## src/rtl/mem_access_unit_pkg.sv

```systemverilog
// Shared encodings for the data-memory access stage.
// Size codes match the control unit; FSM state codes are local.
package mem_access_unit_pkg;

  localparam logic [1:0] MEM_SIZE_WORD = 2'd0;
  localparam logic [1:0] MEM_SIZE_HALF = 2'd1;
  localparam logic [1:0] MEM_SIZE_BYTE = 2'd2;
  localparam logic [1:0] MEM_SIZE_ILL  = 2'd3;

  localparam logic [1:0] ST_IDLE = 2'd0;
  localparam logic [1:0] ST_BUSY = 2'd1;
  localparam logic [1:0] ST_DONE = 2'd2;

  function automatic logic size_ok(
    input logic [1:0] size,
    input logic [1:0] lo
  );
    logic ok;
    ok = 1'b0;
    case (size)
      MEM_SIZE_WORD: ok = (lo == 2'b00);
      MEM_SIZE_HALF: ok = !lo[0];
      MEM_SIZE_BYTE: ok = 1'b1;
      default:       ok = 1'b0;
    endcase
    return ok;
  endfunction

endpackage

```

## src/rtl/mem_lane_format.sv

```systemverilog
// Byte-lane formatting: store enables/replication, load extract/extend.
// Ports: size, ext, lo (addr[1:0]), st_data, ld_word in; be, st_word, ld_data out.
module mem_lane_format
  import mem_access_unit_pkg::*;
(
  input  logic [1:0]  size,
  input  logic        ext,
  input  logic [1:0]  lo,
  input  logic [31:0] st_data,
  input  logic [31:0] ld_word,
  output logic [3:0]  be,
  output logic [31:0] st_word,
  output logic [31:0] ld_data
);

  logic [7:0]  b;
  logic [15:0] h;

  always_comb begin
    be      = 4'b0000;
    st_word = 32'h0;
    ld_data = 32'h0;
    b       = 8'h0;
    h       = 16'h0;
    case (lo)
      2'd0:    b = ld_word[7:0];
      2'd1:    b = ld_word[15:8];
      2'd2:    b = ld_word[23:16];
      default: b = ld_word[31:24];
    endcase
    h = lo[1] ? ld_word[31:16] : ld_word[15:0];
    case (size)
      MEM_SIZE_WORD: begin
        be      = 4'b1111;
        st_word = st_data;
        ld_data = ld_word;
      end
      MEM_SIZE_HALF: begin
        be      = lo[1] ? 4'b1100 : 4'b0011;
        st_word = {2{st_data[15:0]}};
        ld_data = ext ? {16'h0, h} : {{16{h[15]}}, h};
      end
      MEM_SIZE_BYTE: begin
        be      = 4'b0001 << lo;
        st_word = {4{st_data[7:0]}};
        ld_data = ext ? {24'h0, b} : {{24{b[7]}}, b};
      end
      default: begin
        be      = 4'b0000;
        st_word = 32'h0;
        ld_data = 32'h0;
      end
    endcase
  end

endmodule

```

## src/rtl/mem_access_unit.sv

```systemverilog
// Data-memory access stage: req/ack bus master with timeout.
// Ports: control (memRead/memWrite/size/ext), addr/wrData, rdData, stall, flags, bus.
module mem_access_unit
  import mem_access_unit_pkg::*;
#(
  parameter int unsigned TIMEOUT = 255
) (
  input  logic        clk,
  input  logic        rst,
  input  logic        memRead,
  input  logic        memWrite,
  input  logic [1:0]  memDataSize,
  input  logic        memBitExtend,
  input  logic [31:0] addr,
  input  logic [31:0] wrData,
  output logic [31:0] rdData,
  output logic        stall,
  output logic        misaligned,
  output logic        busErr,
  output logic        busReq,
  output logic        busWe,
  output logic [31:0] busAddr,
  output logic [3:0]  busBe,
  output logic [31:0] busWdata,
  input  logic        busAck,
  input  logic [31:0] busRdata
);

  localparam int CW = (TIMEOUT < 2) ? 1 : $clog2(TIMEOUT + 1);

  logic [1:0]    state_q, state_d;
  logic [CW-1:0] cnt_q, cnt_d;
  logic          req_q, req_d;
  logic          we_q, we_d;
  logic [31:0]   addr_q, addr_d;
  logic [3:0]    be_q, be_d;
  logic [31:0]   wdata_q, wdata_d;
  logic [31:0]   rd_q, rd_d;
  logic          mis_q, mis_d;
  logic          err_q, err_d;
  logic [1:0]    size_q, size_d;
  logic          ext_q, ext_d;
  logic [1:0]    lo_q, lo_d;
  logic          ld_q, ld_d;

  logic          acc, legal, tmo, idle;
  logic [1:0]    f_size, f_lo;
  logic          f_ext;
  logic [3:0]    f_be;
  logic [31:0]   f_st, f_ld;

  assign idle  = (state_q == ST_IDLE);
  assign acc   = memRead | memWrite;
  assign legal = (memRead ^ memWrite)
               & size_ok(memDataSize, addr[1:0]);
  assign tmo   = (TIMEOUT != 0)
               && (32'(cnt_q) == TIMEOUT - 1);

  // Store lanes come from live inputs; load lanes from the latched access.
  assign f_size = idle ? memDataSize  : size_q;
  assign f_ext  = idle ? memBitExtend : ext_q;
  assign f_lo   = idle ? addr[1:0]    : lo_q;

  mem_lane_format u_fmt (
    .size    (f_size),
    .ext     (f_ext),
    .lo      (f_lo),
    .st_data (wrData),
    .ld_word (busRdata),
    .be      (f_be),
    .st_word (f_st),
    .ld_data (f_ld)
  );

  always_comb begin
    state_d = state_q;
    cnt_d   = cnt_q;
    req_d   = req_q;
    we_d    = we_q;
    addr_d  = addr_q;
    be_d    = be_q;
    wdata_d = wdata_q;
    rd_d    = rd_q;
    mis_d   = 1'b0;
    err_d   = 1'b0;
    size_d  = size_q;
    ext_d   = ext_q;
    lo_d    = lo_q;
    ld_d    = ld_q;
    case (state_q)
      ST_IDLE: begin
        if (acc && legal) begin
          req_d   = 1'b1;
          we_d    = memWrite;
          addr_d  = {addr[31:2], 2'b00};
          be_d    = f_be;
          wdata_d = f_st;
          size_d  = memDataSize;
          ext_d   = memBitExtend;
          lo_d    = addr[1:0];
          ld_d    = memRead;
          cnt_d   = '0;
          state_d = ST_BUSY;
        end else if (acc) begin
          mis_d = 1'b1;
        end
      end
      ST_BUSY: begin
        if (busAck) begin
          req_d   = 1'b0;
          if (ld_q) rd_d = f_ld;
          state_d = ST_DONE;
        end else if (tmo) begin
          req_d   = 1'b0;
          err_d   = 1'b1;
          if (ld_q) rd_d = 32'h0;
          state_d = ST_DONE;
        end else begin
          cnt_d = cnt_q + 1'b1;
        end
      end
      ST_DONE: state_d = ST_IDLE;
      default: state_d = ST_IDLE;
    endcase
  end

  always_ff @(posedge clk) begin
    if (rst) begin
      state_q <= ST_IDLE;
      cnt_q   <= '0;
      req_q   <= 1'b0;
      we_q    <= 1'b0;
      addr_q  <= 32'h0;
      be_q    <= 4'h0;
      wdata_q <= 32'h0;
      rd_q    <= 32'h0;
      mis_q   <= 1'b0;
      err_q   <= 1'b0;
      size_q  <= 2'd0;
      ext_q   <= 1'b0;
      lo_q    <= 2'd0;
      ld_q    <= 1'b0;
    end else begin
      state_q <= state_d;
      cnt_q   <= cnt_d;
      req_q   <= req_d;
      we_q    <= we_d;
      addr_q  <= addr_d;
      be_q    <= be_d;
      wdata_q <= wdata_d;
      rd_q    <= rd_d;
      mis_q   <= mis_d;
      err_q   <= err_d;
      size_q  <= size_d;
      ext_q   <= ext_d;
      lo_q    <= lo_d;
      ld_q    <= ld_d;
    end
  end

  // DONE drops stall so the instruction retires on that edge.
  assign stall = !rst
               && ((idle && acc && legal)
                   || (state_q == ST_BUSY));

  assign rdData     = rd_q;
  assign misaligned = mis_q;
  assign busErr     = err_q;
  assign busReq     = req_q;
  assign busWe      = we_q;
  assign busAddr    = addr_q;
  assign busBe      = be_q;
  assign busWdata   = wdata_q;

endmodule
```

## config.mk

```make
export PLATFORM = sky130hd
export DESIGN_NAME = mem_access_unit
export DESIGN_NICKNAME = d
export VERILOG_FILES = /design/src/rtl/mem_access_unit_pkg.sv /design/src/rtl/mem_lane_format.sv /design/src/rtl/mem_access_unit.sv
export SDC_FILE = /design/constraint.sdc
export NUM_CORES = 1
export LEC_CHECK = 0
export BUFFER_PORTS_ARGS = -buffer_cell sky130_fd_sc_hd__buf_4
export CAP_MARGIN = 20
export CORE_AREA = 2 2 125 90
export DETAILED_ROUTE_END_ITERATION = 7
export DIE_AREA = 0 0 127 92
export PLACE_DENSITY = 0.86
export SETUP_SLACK_MARGIN = 0.02
export SLEW_MARGIN = 20
export SYNTH_ARGS = -nofsm -noshare
export SYNTH_HDL_FRONTEND = slang
export SYNTH_SLANG_ARGS = --single-unit
```

## constraint.sdc

```tcl
create_clock -name clk -period 3.3 [get_ports clk]
set_clock_uncertainty 0.2 [all_clocks]
set_input_delay 0.165 -clock clk [delete_from_list [all_inputs] [get_ports clk]]
set_output_delay 0.165 -clock clk [all_outputs]
set_load 0.01 [all_outputs]
```

==> out/metrics.cfg <==
[placed_design]
dp.final_hpwl_mm = 12.9
preCtsSetupSlack_ps = 601
dpl.cell_count = 976
place_area_mm2 = 0.00706
gp_congestion = 0.906
io_buffer_count = 206

[worst_setup_path]
rrSetupSlack_ps = 180
crit_fanout = 17
r2r_end = rdData[1]
cp-end-kind = flip-flop
r2r_start = state_q[1]
ff2ff_path_depth = 7
critPathLaunch = state_q[1]
worst_setup_path_start_kind = flip-flop
cp.required_ps = 3460
arrival_ps = 3280
worst-setup-path-type = reg -> reg

[hold_path]
min_from = busRdata[20]
holdPathEnd = rdData[20]
hold_class = in -> reg
holdPathStages = 5

[outcome]
status = finished clean

[logic_synthesis]
syn_inst = 668
synthArstFlopShare_pct = 0
syn_area_mm2 = 0.00547
yosysSeqAreaShare_pct = 43.2
ys_ff_latch = 118
yosys_warnings = 0
avgSynthCellArea_um2 = 8.19
synth_cell_types = 56
ys.flop_type = dfxtp_1
synth-edff-count = 0

[finish]
design_area_mm2 = 0.00877
multi_input_area_mm2 = 0.00283
final_cell_mix = buf_4, nand2_1, dfxtp_1
n_antenna_cell = 0
seqCellArea_mm2 = 0.00236
drive_above_1_share_pct = 28.6
syn_to_final_growth_pct = 60.3
nFillCells = 562
stdcell_count = 1115
layout_commonest_cell = buf_4
finalNetCount = 1073
final_util_pct = 82.3

[clock_network]
htreeDepth = 4
cts.clk_slew.worst_paths_ps = 60
cts_tree = yes
cts_root_buffer = clkbuf_16
cts_buffer_depth = 2
cts_made_buffers = 17
clock-sinks = 118
clk_latency_ps = 410

[die]
core_area_mm2 = 0.0107
dieHeight_um = 92
io_pins = 209
die_area_mm2 = 0.0117
num_rows = 32
fp.dieW_um = 127
start_util_pct = 51.4

[routing]
via_per_inst = 6.18
post_drt_wl_per_cell_um = 20.4
drtPass1Iterations = 6
num_vias = 6894
drtIter0Drc = 834
wl_mm = 22.7
drt.antenna.violating_nets = 0
drc = 0

[global_route]
track_usage_pct = 37.9
antenna_found_initial = 0
grt_pass1_wl_mm = 34.8
grt_start_max_net_pins = 59
grt_pass1_vias = 6848
grt_overflow = 0

[timing]
worstMarginPinSlew_ps = 862
finalSetupTns_ps = 0
period_needed_ps = 3120
hold_viol = 0
clock.fmax_mhz = 321
fin_ws_ps = 184
hold_ws_ps = 18.4
slew_violations = 0
max-slew-margin-rel_pct = 42.2
setup_viol = 0
min_period_over_period_pct = 94.4
grt_setup_unrepaired = false

[flow_run]
cap_violations = 0

[pwr]
p_total_mw = 4.34
p_per_area_mw_per_mm2 = 495
vdd_drop_max_mv = 0.425
leakage_nw = 3.75

==> logic make-up after synthesis <==
family,after synthesis,synth area share (%)
xor+xnor,1,0.160
mux,30,5.83
simple gates,251,20.6
other cells,1,0.0686
fa+ha+maj,3,0.686
compound gates,203,24.1
flops,118,43.2
buf+inv,61,5.42
==> layout make-up <==
cell class | count | share of cell area [%]
clock buffer | 18 | 5.01
multi-input combinational | 490 | 32.3
clock inverter | 14 | 2.27
timing repair buffer | 326 | 31.0
inverter | 13 | 0.557
tap | 136 | 1.94
sequential | 118 | 26.9
==> synth_stat cells, types with 4 or more instances <==
cell         n  area (um^2)
a2111o_1     5         56.3
a21oi_1     54          270
a22oi_1     24          180
a2bb2oi_1    7         61.3
and2_1      12         75.1
buf_2       15         75.1
buf_4        9         67.6
clkbuf_1    22         82.6
dfxtp_1    118         2360
inv_1       12         45.0
mux2_2      12          135
mux2i_1     17          170
nand2_1    166          623
nand3_1      8         40.0
nor2_1      23         86.3
nor2b_1      4         25.0
nor4_1      18          113
o2111ai_1    6         52.6
o211ai_1    10         75.1
o21ai_0     45          225
o21ai_1     24          120
o221ai_1     7         61.3
==> per-layer routing <==
metal	vias up	part of all wire [%]	GRT usage (%)	wire length, um
li1	2970	-	-	-
met1	3176	36	43.7	8290
met2	594	47	62.7	10700
met3	154	11	11.0	2450
met4	0	5.6	22.4	1270
met5	-	0	0	0
==> where the power goes <==
part           internal, mW  switching, mW  total, mW
clock                  1.29          0.724       2.02
combinational         0.375          0.418      0.792
sequential             1.48         0.0454       1.53
total                  3.15           1.19       4.34
==> registers in the layout, summed over array words and instances, names as in the netlist <==
register    cells
state_q         2
ext_q           1
busBe           4
busReq          1
rdData         32
busErr          1
busAddr        30
size_q          2
cnt_q           8
busWdata       32
lo_q            2
busWe           1
ld_q            1
misaligned      1
==> worst max-delay path, cell delays in order (launching register included) <==
cell           delay [ps]
dfxtp_1               740
or2_2                 410
o21ai_1               120
buf_4                 200
o22ai_2               430
a2bb2oi_1             180
o221ai_1              190
dlygate4sd3_1         580
==> repair_timing <==
| action | CTS | global route |
|---|---|---|
| hold endpoints to repair | 93 | 0 |
| setup buffers | 0 | 0 |
| gates resized for setup | 0 | 1 |
| setup endpoints to repair | 0 | 7 |
| hold buffers | 107 | 0 |
==> how the worst max path moves through the flow <==
stage	to	cells after the start
floorplan	rdData[7]	8
global placement	rdData[8]	5
detailed placement	rdData[8]	5
CTS	rdData[3]	7
global route	rdData[0]	7
finish	rdData[1]	7
Power figures use the tool's default switching activity.
